`src/rtl/axi4_lite_pkg.sv`:
```
// Shared AXI4-Lite definitions: response codes and the default protection value.
// The peripheral slave wrappers decode the same response codes.
package axi4_lite_pkg;

    // BRESP / RRESP encodings
    localparam logic [1:0] RESP_OKAY   = 2'b00;
    localparam logic [1:0] RESP_EXOKAY = 2'b01;
    localparam logic [1:0] RESP_SLVERR = 2'b10;
    localparam logic [1:0] RESP_DECERR = 2'b11;

    // Unprivileged, secure, data access
    localparam logic [2:0] PROT_DEFAULT = 3'b000;

endpackage

```
`src/rtl/axi4_lite_master.sv`:
```
// AXI4-Lite master: turns a single-outstanding valid/done request port into AW/W/B or
// AR/R handshakes. One transaction in flight; every output comes straight from a flop.
module axi4_lite_master
    import axi4_lite_pkg::*;
#(
    parameter int unsigned ADDR_WIDTH = 32,
    parameter int unsigned DATA_WIDTH = 32
) (
    input  logic                      iCLK,
    input  logic                      iRST,

    // Request port
    input  logic                      req_VALID,
    input  logic                      req_WRITE,
    input  logic [ADDR_WIDTH-1:0]     req_ADDR,
    input  logic [DATA_WIDTH-1:0]     req_WDATA,
    input  logic [DATA_WIDTH/8-1:0]   req_WSTRB,
    output logic                      req_DONE,
    output logic [DATA_WIDTH-1:0]     req_RDATA,
    output logic [1:0]                req_RESP,
    output logic                      req_BUSY,

    // Write address channel
    output logic                      m_AWVALID,
    input  logic                      m_AWREADY,
    output logic [ADDR_WIDTH-1:0]     m_AWADDR,
    output logic [2:0]                m_AWPROT,

    // Write data channel
    output logic                      m_WVALID,
    input  logic                      m_WREADY,
    output logic [DATA_WIDTH-1:0]     m_WDATA,
    output logic [DATA_WIDTH/8-1:0]   m_WSTRB,

    // Write response channel
    input  logic                      m_BVALID,
    output logic                      m_BREADY,
    input  logic [1:0]                m_BRESP,

    // Read address channel
    output logic                      m_ARVALID,
    input  logic                      m_ARREADY,
    output logic [ADDR_WIDTH-1:0]     m_ARADDR,
    output logic [2:0]                m_ARPROT,

    // Read data channel
    input  logic                      m_RVALID,
    output logic                      m_RREADY,
    input  logic [DATA_WIDTH-1:0]     m_RDATA,
    input  logic [1:0]                m_RRESP
);

    typedef enum logic [2:0] {
        StIdle,
        StWrite,
        StWresp,
        StRaddr,
        StRdata,
        StDone
    } state_e;

    state_e                    state_q;
    logic [ADDR_WIDTH-1:0]     addr_q;
    logic [DATA_WIDTH-1:0]     wdata_q;
    logic [DATA_WIDTH/8-1:0]   wstrb_q;

    // AW and W are allowed to finish independently; a channel counts as finished once its
    // VALID has already dropped or its handshake happens on this edge.
    logic aw_fin;
    logic w_fin;

    // Completion status of the two write-request channels for the current cycle
    always_comb begin
        aw_fin = ~m_AWVALID | m_AWREADY;
        w_fin  = ~m_WVALID  | m_WREADY;
    end

    // Request capture, handshake sequencing and registered outputs
    always_ff @(posedge iCLK or posedge iRST) begin
        if (iRST) begin
            state_q   <= StIdle;
            addr_q    <= '0;
            wdata_q   <= '0;
            wstrb_q   <= '0;
            m_AWVALID <= 1'b0;
            m_WVALID  <= 1'b0;
            m_BREADY  <= 1'b0;
            m_ARVALID <= 1'b0;
            m_RREADY  <= 1'b0;
            req_DONE  <= 1'b0;
            req_BUSY  <= 1'b0;
            req_RDATA <= '0;
            req_RESP  <= RESP_OKAY;
        end else begin
            req_DONE <= 1'b0;
            unique case (state_q)
                StIdle: begin
                    if (req_VALID) begin
                        addr_q   <= req_ADDR;
                        wdata_q  <= req_WDATA;
                        wstrb_q  <= req_WSTRB;
                        req_BUSY <= 1'b1;
                        if (req_WRITE) begin
                            m_AWVALID <= 1'b1;
                            m_WVALID  <= 1'b1;
                            state_q   <= StWrite;
                        end else begin
                            m_ARVALID <= 1'b1;
                            state_q   <= StRaddr;
                        end
                    end
                end

                StWrite: begin
                    if (m_AWREADY) begin
                        m_AWVALID <= 1'b0;
                    end
                    if (m_WREADY) begin
                        m_WVALID <= 1'b0;
                    end
                    if (aw_fin && w_fin) begin
                        m_BREADY <= 1'b1;
                        state_q  <= StWresp;
                    end
                end

                StWresp: begin
                    if (m_BVALID && m_BREADY) begin
                        req_RESP <= m_BRESP;
                        m_BREADY <= 1'b0;
                        req_DONE <= 1'b1;
                        state_q  <= StDone;
                    end
                end

                StRaddr: begin
                    if (m_ARVALID && m_ARREADY) begin
                        m_ARVALID <= 1'b0;
                        m_RREADY  <= 1'b1;
                        state_q   <= StRdata;
                    end
                end

                StRdata: begin
                    if (m_RVALID && m_RREADY) begin
                        req_RDATA <= m_RDATA;
                        req_RESP  <= m_RRESP;
                        m_RREADY  <= 1'b0;
                        req_DONE  <= 1'b1;
                        state_q   <= StDone;
                    end
                end

                StDone: begin
                    // req_DONE is high during this cycle; BUSY covers it inclusively
                    req_BUSY <= 1'b0;
                    state_q  <= StIdle;
                end

                default: begin
                    state_q <= StIdle;
                end
            endcase
        end
    end

    // Payload is held in the capture registers, so it stays stable while VALID waits
    always_comb begin
        m_AWADDR = addr_q;
        m_ARADDR = addr_q;
        m_WDATA  = wdata_q;
        m_WSTRB  = wstrb_q;
        m_AWPROT = PROT_DEFAULT;
        m_ARPROT = PROT_DEFAULT;
    end

endmodule

```
`config.mk`:
```
export PLATFORM = sky130hd
export DESIGN_NAME = axi4_lite_master
export DESIGN_NICKNAME = d
export VERILOG_FILES = /design/src/rtl/axi4_lite_pkg.sv /design/src/rtl/axi4_lite_master.sv
export SDC_FILE = /design/constraint.sdc
export NUM_CORES = 1
export LEC_CHECK = 0
export CAP_MARGIN = 40
export CORE_ASPECT_RATIO = 1.2
export CORE_MARGIN = 4
export CORE_UTILIZATION = 45
export CTS_CLUSTER_SIZE = 28
export DETAILED_ROUTE_END_ITERATION = 10
export DONT_BUFFER_PORTS = 1
export SLEW_MARGIN = 10
export SYNTH_ARGS = -nofsm -noshare
export SYNTH_HDL_FRONTEND = slang
export SYNTH_SLANG_ARGS = --single-unit
```
`constraint.sdc`:
```
create_clock -name iCLK -period 9.5 [get_ports iCLK]
set_input_delay 2.85 -clock iCLK [delete_from_list [all_inputs] [get_ports iCLK]]
set_output_delay 2.85 -clock iCLK [all_outputs]
set_load 0.02 [all_outputs]
```
==> results of run 1 <==
==> cells in the final DEF (no fill, tap or decap), types with 2 or more instances in the layout <==
cell / Yosys / routed
bufinv_16: 0 / 2
buf_4: 40 / 2
inv_6: 0 / 2
mux2_4: 29 / 29
mux2_2: 75 / 75
nand2b_1: 2 / 2
o22ai_1: 2 / 2
dfrtp_1: 112 / 112
clkbuf_16: 0 / 9
inv_1: 7 / 6
a21oi_1: 3 / 3
o21ai_0: 5 / 5
nand2_1: 10 / 10
nor2_1: 7 / 7
conb_1: 1 / 6
==> registers in the layout, summed over array words and instances (netlist names) <==
name / count
m_WSTRB: 4
req_RDATA: 32
req_DONE: 1
m_ARADDR: 32
req_BUSY: 1
m_WDATA: 32
m_AWVALID: 1
state_q: 3
m_BREADY: 1
m_RREADY: 1
m_ARVALID: 1
req_RESP: 2
m_WVALID: 1
==> area by class of cell <==
class | count | area (µm²)
Tap cell | 129 | 161
Timing Repair Buffer | 4 | 50.0
Inverter | 7 | 28.8
Sequential cell | 112 | 2800
Clock buffer | 9 | 225
Fill cell | 922 | 5550
Multi-Input combinational cell | 156 | 1590
Clock inverter | 7 | 103
==> final timing paths <==
path	startpoint	to	slack, ps	cells after the start
setup / recovery	req_VALID	m_ARADDR[3]	5360	4
hold / removal	m_WVALID	m_WVALID	670	2
setup reg to reg	state_q[2]	m_ARADDR[3]	7180	4
hold reg to reg	m_WVALID	m_WVALID	670	2
max in group asynchronous	iRST	req_RDATA[8]	5830	2
min in group asynchronous	iRST	req_RDATA[25]	2470	1
==> layer usage <==
| metal | wire, µm | global-route usage (%) | part of all wire, % | vias up |
|---|---|---|---|---|
| met5 | 0 | 0 | 0 | - |
| met2 | 5150 | 25.4 | 55 | 123 |
| met3 | 814 | 4.60 | 8.7 | 7 |
| met1 | 3240 | 15.0 | 35 | 1155 |
| li1 | - | - | - | 1000 |
| met4 | 108 | 4.84 | 1.2 | 0 |
==> kinds of logic (layout without fill, tap and decap cells) <==
logic type,Yosys count,after routing,share of synthesized area (%)
buffers and inverters,59,27,9.22
other,1,6,0.0778
multiplexers,104,104,26.6
AO/OA/AOI/OAI,18,18,2.57
AND/OR/NAND/NOR,28,28,3.40
flip-flops,112,112,58.2
==> cells in the mapped netlist <==
library cell | number | area (µm²)
nand4_1 | 1 | 6.26
buf_12 | 3 | 60.1
nor4_1 | 1 | 6.26
buf_6 | 2 | 22.5
nor3_4 | 1 | 16.3
a311o_1 | 1 | 10.0
mux2_4 | 29 | 435
dfrtp_1 | 112 | 2800
buf_4 | 40 | 300
nand2b_1 | 2 | 12.5
a311oi_1 | 1 | 8.76
buf_2 | 7 | 35.0
or3_1 | 1 | 6.26
mux2_2 | 75 | 845
nand3_1 | 1 | 5.00
and3_1 | 1 | 6.26
o22a_2 | 1 | 10.0
nand3_4 | 1 | 17.5
conb_1 | 1 | 3.75
nor2_1 | 7 | 26.3
o221ai_1 | 1 | 8.76
and3b_2 | 1 | 10.0
a22o_1 | 1 | 8.76
nand2_1 | 10 | 37.5
o31a_1 | 1 | 8.76
o22ai_1 | 2 | 12.5
o21ai_0 | 5 | 25.0
a31oi_1 | 1 | 6.26
inv_1 | 7 | 26.3
nand2b_4 | 1 | 13.8
o31a_2 | 1 | 10.0
a21oi_1 | 3 | 15.0
==> worst min-delay path, cell delays in order, from the launching register on <==
cell and delay (ps):
dfrtp_1 500, nand2_1 70, o21ai_0 60
==> where the power goes <==
part,leakage (nW),switching (mW),total [mW],internal (mW)
registers,1.36,0.581,1.28,0.699
clock network,0.162,0.174,0.409,0.235
logic,0.757,0.146,0.420,0.274
total,2.28,0.901,2.11,1.21
==> out/metrics.json, run 1 <==
{
  "outcome": {
    "run_status": "finished, final reports clean"
  },
  "clock_tree": {
    "root_buffer": "clkbuf_16",
    "cts_tree": "yes",
    "cts_num_sinks": 112,
    "cts_setup_buffers": 0,
    "h-tree-depth": 3,
    "cts_made_buffers": 9,
    "cts_clk_pin_slew_worst_paths_ps": 70,
    "cts.path.max_buffers": 2,
    "cts_hold_buffers": 0,
    "cts-resized-gates": 0,
    "clock_insertion_delay_worst_skew_ps": 340
  },
  "floorplanning": {
    "die_height_um": 121,
    "io_pins": 260,
    "die_x_um": 102,
    "design.core.area_um2": 10500,
    "std_cell_rows": 41,
    "die_area_um2": 12400,
    "start_util_pct": 45.8
  },
  "critical_path": {
    "crit_path_end_kind": "flip-flop",
    "setup.worst_path.start_class": "input port",
    "crit_slowest_cell": "buf_4",
    "timing.critical_path.buf_inv": 1,
    "cpPeakStageDelay_ps": 560,
    "path_max_fanout": 43,
    "cp_data_required_time_ps": 9720,
    "crit_family": "buffers and inverters",
    "critPathKind": "input port to flip-flop",
    "critical_path_arrival_ps": 4360,
    "critical_path.cell_chain": "nand2b_4 -> nor3_4 -> buf_4 -> mux2_2"
  },
  "drt": {
    "detailedRoute.firstIterationViolations": 38,
    "detail-route-antenna-nets": 0,
    "routedWlPerCell_um": 22.0,
    "totalWireLength_mm": 9.31,
    "drt_drc_violations_left": 0,
    "drtPass1Iterations": 4,
    "drt-vias-per-instance": 5.39,
    "via_count": 2285
  },
  "logic_synthesis": {
    "post_synthesis_instance_area_um2": 4820,
    "synth-seq-cells": 112,
    "yosysWarningCount": 0,
    "yosysSeqAreaShare_pct": 58.2,
    "syn_area_per_cell_um2": 15.0,
    "synth_cell_types": 32,
    "postSynthCellCount": 322
  },
  "run": {
    "max_cap_violations": 0
  },
  "sta": {
    "timing.final.setup_violations": 0,
    "slew_headroom_pct": 51.8,
    "layout_worst_path_cycle_share_pct": 43.6,
    "hold_viol_final": 0,
    "worst_hold_slack_ps": 668,
    "drv_slew": 0,
    "final.setup.worst_slack_ps": 5360,
    "finClkSkew_ps": 7.93,
    "achievable-frequency_ghz": 0.242,
    "setup_tns_ps": 0,
    "final.min_clock_period_ps": 4140,
    "worst_pin_slew_ps": 723,
    "grt_setup_unrepaired": "false"
  },
  "final_layout": {
    "instances_no_fill": 424,
    "insertedDiodeCount": 0,
    "num-nets-final": 403,
    "post_route_cells_drive_above_1_share_pct": 44.7,
    "post-route-cell-area_um2": 4960,
    "finish.utilization_pct": 47.2,
    "layout_stage_area_growth_over_the_synthesis_result_pct": 2.99
  },
  "global_route": {
    "grt_antenna_before_repair": 0,
    "grt_max_degree": 61,
    "vias_in_the_first_global_route": 2460,
    "global_route.usage.total_pct": 14.0,
    "grt_first_pass_wirelength_mm": 13.4,
    "overflow": 0
  },
  "placement": {
    "placed_area_um2": 4630,
    "preCtsSetupSlack_ps": 4960,
    "dp.final_hpwl_mm": 7.05,
    "port-buffer-count": 0,
    "placed_cells_incl_taps": 408,
    "gpl.final_weighted_congestion": 0.796
  },
  "min_path": {
    "min-delay-path-class": "flip-flop to flip-flop"
  },
  "power_and_ir_drop": {
    "totalPowerFinal_mw": 2.11,
    "power.ir.vdd_worst_uv": 150,
    "powerDensity_nw_per_um2": 425,
    "pleak_nw": 2.28
  }
}
No activity file was read; power rests on OpenSTA's default activity.
==> run 2, diff against run 1 <==
- clock period: 9.5 -> 3.6 ns (I/O delays scaled with it)
==> run 2 against run 1 <==
Effect of this change: design area rose by 0.33%; final cell count increased by 0.47%; combinational power increased to 2.6 times the previous value; worst setup slack got worse by 4000 ps.
==> out/metrics.json, run 2 (synthesis gave the netlist of run 1 again) <==
{
  "critical_path": {
    "path_max_fanout": {"value": 17, "change": "-60%"},
    "cp_data_required_time": {"value": 3830, "unit": "ps", "change": "-5890 ps"},
    "crit_path_end_kind": "flip-flop",
    "critPathKind": "input port to flip-flop",
    "worstSetupEndpoint": "req_RDATA[16]",
    "crit_slowest_cell": "or3_2",
    "worst_setup_path_startpoint": "m_RVALID",
    "critical_path_arrival": {"value": 2440, "unit": "ps", "change": "-1920 ps"},
    "crit_family": "simple AND/OR/NAND/NOR gates",
    "timing.reg2reg.setup_slack": {"value": 1480, "unit": "ps", "change": "-5700 ps"},
    "setup.worst_path.start_class": "input port",
    "timing.critical_path.buf_inv": {"value": 1, "change": "unchanged"},
    "worstReg2RegEnd": "req_RDATA[16]",
    "timing.rr.start": "state_q[2]",
    "cpPeakStageDelay": {"value": 730, "unit": "ps", "change": "+170 ps"},
    "cp_num_cells": {"value": 4, "change": "unchanged"},
    "critical_path.cell_chain": "nand3_4 -> or3_2 -> buf_16 -> mux2_4",
    "timing.reg2reg.worst_path_depth": {"value": 4, "change": "unchanged"}
  },
  "power_and_ir_drop": {
    "power.ir.vdd_worst": {"value": 428, "unit": "µV", "change": "+180%"},
    "powerDensity": {"value": 1100, "unit": "nW/µm²", "change": "+160%"},
    "pleak": {"value": 2.28, "unit": "nW", "change": "-0.11%"},
    "totalPowerFinal": {"value": 5.46, "unit": "mW", "change": "+160%"}
  },
  "placement": {
    "preCtsSetupSlack": {"value": 1020, "unit": "ps", "change": "-3950 ps"},
    "dp.final_hpwl": {"value": 7.14, "unit": "mm", "change": "+1.3%"},
    "port-buffer-count": {"value": 0, "change": "unchanged"},
    "gpl.final_weighted_congestion": {"value": 0.741, "change": "-6.9%"}
  },
  "final_layout": {
    "num-nets-final": {"value": 405, "change": "+0.50%"},
    "layout_stage_area_growth_over_the_synthesis_result_pct": 3.32,
    "layout_common_cells": "dfrtp_1 (112), mux2_2 (75), mux2_4 (29), nand2_1 (10), clkbuf_16 (9)",
    "layout_commonest_cell": "dfrtp_1",
    "insertedDiodeCount": {"value": 0, "change": "unchanged"},
    "post_route_cells_drive_above_1_share": {"value": 45.1, "unit": "%", "change": "+0.37 points"}
  },
  "run": {
    "max_cap_violations": {"value": 0, "change": "unchanged"}
  },
  "sta": {
    "final.setup.worst_slack": {"value": 1380, "unit": "ps", "change": "-3980 ps"},
    "finClkSkew": {"value": 5.31, "unit": "ps", "change": "-2.63 ps"},
    "hold_viol_final": {"value": 0, "change": "unchanged"},
    "slew_headroom": {"value": 60.6, "unit": "%", "change": "+8.7 points"},
    "timing.final.setup_violations": {"value": 0, "change": "unchanged"},
    "worst_pin_slew": {"value": 592, "unit": "ps", "change": "-131 ps"},
    "achievable-frequency_ghz": 0.451,
    "setup_tns": {"value": 0, "unit": "ps", "change": "unchanged"},
    "drv_slew": {"value": 0, "change": "unchanged"},
    "layout_worst_path_cycle_share_pct": 61.6,
    "worst_hold_slack": {"value": 512, "unit": "ps", "change": "-156 ps"},
    "grt_setup_unrepaired": "false",
    "final.min_clock_period_ps": 2220
  },
  "clock_tree": {
    "clock_insertion_delay_worst_skew": {"value": 340, "unit": "ps", "change": "about the same"},
    "cts_tree": "yes",
    "cts_hold_buffers": {"value": 0, "change": "unchanged"},
    "cts.path.max_buffers": {"value": 2, "change": "unchanged"},
    "root_buffer": "clkbuf_16",
    "h-tree-depth": {"value": 3, "change": "unchanged"},
    "cts_setup_buffers": {"value": 0, "change": "unchanged"},
    "cts-resized-gates": {"value": 0, "change": "unchanged"},
    "cts_num_sinks": {"value": 112, "change": "unchanged"},
    "cts_clk_pin_slew_worst_paths": {"value": 80, "unit": "ps", "change": "about the same"},
    "cts_made_buffers": {"value": 9, "change": "unchanged"}
  },
  "drt": {
    "detailedRoute.firstIterationViolations": {"value": 48, "change": "+26%"},
    "totalWireLength": {"value": 9.40, "unit": "mm", "change": "+0.91%"},
    "via_count": {"value": 2377, "change": "+4.0%"},
    "routedWlPerCell": {"value": 22.1, "unit": "µm", "change": "+0.44%"},
    "drtPass1Iterations": {"value": 4, "change": "unchanged"},
    "drt-vias-per-instance": {"value": 5.58, "change": "+3.5%"},
    "drt_drc_violations_left": {"value": 0, "change": "unchanged"},
    "detail-route-antenna-nets": {"value": 0, "change": "unchanged"}
  },
  "floorplanning": {
    "die_height": {"value": 121, "unit": "µm", "change": "unchanged"},
    "start_util": {"value": 45.8, "unit": "%", "change": "unchanged"},
    "die_x": {"value": 102, "unit": "µm", "change": "unchanged"},
    "std_cell_rows": {"value": 41, "change": "unchanged"},
    "die_area": {"value": 12400, "unit": "µm²", "change": "unchanged"},
    "design.core.area": {"value": 10500, "unit": "µm²", "change": "unchanged"},
    "io_pins": {"value": 260, "change": "unchanged"}
  },
  "global_route": {
    "global_route.usage.total": {"value": 14.3, "unit": "%", "change": "+0.23 points"},
    "vias_in_the_first_global_route": {"value": 2384, "change": "-3.1%"},
    "grt_antenna_before_repair": {"value": 0, "change": "unchanged"},
    "grt_first_pass_wirelength": {"value": 13.5, "unit": "mm", "change": "+0.52%"},
    "overflow": {"value": 0, "change": "unchanged"},
    "grt_max_degree": {"value": 45, "change": "-26%"}
  },
  "min_path": {
    "min-delay-path-class": "input port to async pin"
  },
  "outcome": {
    "run_status": "finished, final reports clean"
  }
}
-- run 2: cell types whose count changed in the layout (fill, tap and decap cells not counted), sizes merged --
cell,delta
buf,+2
bufinv,-2
clkinv,+1
clkinvlp,+2
inv,-1
-- run 2: power breakdown --
| group | switching (mW) | internal [mW] | total [mW] |
|---|---|---|---|
| logic | 0.382 | 0.724 | 1.11 |
| registers | 1.52 | 1.84 | 3.37 |
| clock network | 0.496 | 0.493 | 0.989 |
-- run 2: worst min path at each step --
stage | startpoint | end | cells after the start
after floorplan | m_AWVALID | m_AWVALID | 2
after global placement | m_WDATA[7] | m_WDATA[7] | 1
after detailed placement | req_RDATA[4] | req_RDATA[4] | 1
after CTS | iRST | req_RDATA[31] | 1
after global routing | iRST | req_RDATA[31] | 1
final | iRST | req_RDATA[31] | 1
-- run 2: layer usage --
layer,global-route usage [%],vias up,wire length (µm)
met5,0,-,0
met2,24.3,137,5040
met4,6.07,0,196
met1,16.4,1212,3410
met3,4.31,17,747
li1,-,1011,-
-- run 2: through the flow --
step | cells | utilization, % | cell area (µm²)
6_report | 426 | 47.3 | 4980
3_5_place_dp | 410 | 44.5 | 4680
4_1_cts | 426 | 47.3 | 4980
5_1_grt | 426 | 47.3 | 4980
2_1_floorplan | 327 | - | 4840
3_3_place_gp | 408 | 44.0 | 4630
-- run 2: final cells by class --
cell class	count	area (µm²)
Tap cell	129	161
Inverter	7	30.0
Timing Repair Buffer	6	90.1
Fill cell	904	5540
Multi-Input combinational cell	156	1590
Sequential cell	112	2800
Clock inverter	7	77.6
Clock buffer	9	225
==> run 3, diff against run 2 <==
- clock period: 3.6 -> 2.1 ns (I/O delays scaled with it)
==> run 3 against run 2 <==
Effect of this change: power grew 70%; worst setup slack lost 1100 ps; wire length shrank 2.0%; count of clock-buffer cells in the layout grew 3; via count shrank 1.8%; register-to-register slack lost 1200 ps; final cell count is the same; critical path depth is the same.
==> out/metrics.json, run 3 (synthesis gave the netlist of run 1 again) <==
{
  "clock_tree": {
    "cts_setup_buffers": {"value": 0, "change": "unchanged"},
    "clock_insertion_delay_worst_skew": {"value": 330, "unit": "ps", "change": "about the same"},
    "cts_clk_pin_slew_worst_paths": {"value": 70, "unit": "ps", "change": "about the same"},
    "cts_tree": "yes",
    "cts_made_buffers": {"value": 9, "change": "unchanged"},
    "h-tree-depth": {"value": 3, "change": "unchanged"},
    "cts.path.max_buffers": {"value": 2, "change": "unchanged"},
    "root_buffer": "clkbuf_16",
    "cts_hold_buffers": {"value": 0, "change": "unchanged"},
    "cts-resized-gates": {"value": 0, "change": "unchanged"},
    "cts_num_sinks": {"value": 112, "change": "unchanged"}
  },
  "outcome": {
    "run_status": "finished, final reports clean"
  },
  "floorplanning": {
    "die_height": {"value": 121, "unit": "µm", "change": "unchanged"},
    "start_util": {"value": 45.8, "unit": "%", "change": "unchanged"},
    "io_pins": {"value": 260, "change": "unchanged"},
    "std_cell_rows": {"value": 41, "change": "unchanged"},
    "die_area": {"value": 12400, "unit": "µm²", "change": "unchanged"},
    "design.core.area": {"value": 10500, "unit": "µm²", "change": "unchanged"},
    "die_x": {"value": 102, "unit": "µm", "change": "unchanged"}
  },
  "critical_path": {
    "setup.worst_path.start_class": "flip-flop",
    "cp_data_required_time": {"value": 2320, "unit": "ps", "change": "-1510 ps"},
    "crit_path_end_kind": "flip-flop",
    "critPathKind": "flip-flop to flip-flop",
    "timing.reg2reg.setup_slack": {"value": 280, "unit": "ps", "change": "-1200 ps"},
    "critical_path_arrival": {"value": 2040, "unit": "ps", "change": "-400 ps"},
    "path_max_fanout": {"value": 33, "change": "+16"}
  },
  "global_route": {
    "global_route.usage.total": {"value": 14.3, "unit": "%", "change": "about the same"},
    "grt_max_degree": {"value": 84, "change": "+87%"},
    "grt_antenna_before_repair": {"value": 0, "change": "unchanged"},
    "grt_most_used_layer": "met2",
    "overflow": {"value": 0, "change": "unchanged"},
    "grt.met3_usage": {"value": 4.49, "unit": "%", "change": "+0.17 points"},
    "grt.met2_usage": {"value": 24.6, "unit": "%", "change": "+0.32 points"},
    "grt_first_pass_wirelength": {"value": 13.5, "unit": "mm", "change": "+0.15%"},
    "global_route.usage.met1": {"value": 15.7, "unit": "%", "change": "-0.69 points"},
    "vias_in_the_first_global_route": {"value": 2454, "change": "+2.9%"}
  },
  "drt": {
    "routedWlPerCell": {"value": 21.6, "unit": "µm", "change": "-2.0%"},
    "detailedRoute.firstIterationViolations": {"value": 75, "change": "+56%"},
    "via_count": {"value": 2334, "change": "-1.8%"},
    "drt-vias-per-instance": {"value": 5.48, "change": "-1.8%"},
    "drt_drc_violations_left": {"value": 0, "change": "unchanged"},
    "detail-route-antenna-nets": {"value": 0, "change": "unchanged"},
    "totalWireLength": {"value": 9.21, "unit": "mm", "change": "-2.0%"},
    "drtPass1Iterations": {"value": 4, "change": "unchanged"}
  },
  "power_and_ir_drop": {
    "pleak": {"value": 2.25, "unit": "nW", "change": "-1.0%"},
    "powerDensity": {"value": 1870, "unit": "nW/µm²", "change": "+71%"},
    "power.ir.vdd_worst": {"value": 629, "unit": "µV", "change": "+47%"}
  },
  "sta": {
    "worst_hold_slack": {"value": 267, "unit": "ps", "change": "-245 ps"},
    "achievable-frequency_ghz": 0.548,
    "layout_worst_path_cycle_share_pct": 86.8,
    "finClkSkew": {"value": 9.32, "unit": "ps", "change": "+4.01 ps"},
    "timing.final.setup_violations": {"value": 0, "change": "unchanged"},
    "hold_viol_final": {"value": 0, "change": "unchanged"},
    "grt_setup_unrepaired": "false",
    "setup_tns": {"value": 0, "unit": "ps", "change": "unchanged"},
    "drv_slew": {"value": 0, "change": "unchanged"},
    "final.min_clock_period_ps": 1820
  },
  "final_layout": {
    "layout_common_cells": "dfrtp_1 (112), mux2_2 (75), mux2_4 (29), nand2_1 (10), clkbuf_16 (9)",
    "num-nets-final": {"value": 405, "change": "unchanged"},
    "n_fill_cell": {"value": 920, "change": "+1.8%"},
    "post_route_cells_drive_above_1_share": {"value": 44.1, "unit": "%", "change": "-1.0 points"},
    "layout_commonest_cell": "dfrtp_1",
    "layout_stage_area_growth_over_the_synthesis_result_pct": 2.65,
    "insertedDiodeCount": {"value": 0, "change": "unchanged"}
  },
  "run": {
    "max_cap_violations": {"value": 0, "change": "unchanged"}
  },
  "placement": {
    "port-buffer-count": {"value": 0, "change": "unchanged"},
    "dp.final_hpwl": {"value": 6.87, "unit": "mm", "change": "-3.8%"},
    "gpl.final_weighted_congestion": {"value": 0.792, "change": "+6.9%"}
  },
  "min_path": {
    "min-delay-path-class": "input port to async pin"
  }
}
run 3: changes by cell type in the layout (fill, tap and decap cells not counted), sizes merged:
cell      before  now
clkbuf         9   12
clkinvlp       2    3
clkinv         3    1
inv            9    7
run 3: path summary, 6_finish.rpt:
| check | endpoint | depth (start not counted) | from |
|---|---|---|---|
| min in group iCLK | m_WSTRB[0] | 1 | req_WSTRB[0] |
| min reg2reg | m_WDATA[7] | 1 | m_WDATA[7] |
| min | req_RDATA[11] | 2 | iRST |
| max | req_RDATA[20] | 4 | state_q[2] |
| max reg2reg | req_RDATA[20] | 4 | state_q[2] |
| max in group asynchronous | m_AWVALID | 2 | iRST |
run 3: through the flow:
step	area (µm²)	instances	power [mW]	util, %	setup slack [ps]
floorplan	4840	327	7.73	-	113
global placement	4680	410	7.75	44.5	310
global route	4950	426	9.81	47.0	240
detailed placement	4680	410	7.83	44.5	287
CTS	4950	426	9.41	47.0	292
finish	4950	426	9.26	47.0	277
run 3: layer usage:
metal / vias up / part of all wire (%)
li1: 1003 / -
met1: 1158 / 35
met2: 156 / 54
met3: 17 / 9.1
met4: 0 / 2.2
met5: - / 0
run 3: report_power, final:
group	total (mW)	switching, mW	internal, mW
clock	1.54	0.728	0.809
combinational	1.96	0.685	1.28
sequential	5.76	2.60	3.16
total	9.26	4.01	5.25
run 3: critical path, stage by stage, from the launching register on:
cell and delay (ps):
dfrtp_1 590, nand3_4 110, or3_2 460, buf_12 210, mux2_4 320
run 3: layout make-up:
cell class | count | area, µm² | area share, %
Clock buffer | 12 | 236 | 4.78
Tap cell | 129 | 161 | 3.26
Inverter | 7 | 30.0 | 0.607
Timing Repair Buffer | 6 | 95.1 | 1.92
Clock inverter | 4 | 28.8 | 0.582
Multi-Input combinational cell | 156 | 1590 | 32.2
Sequential cell | 112 | 2800 | 56.7
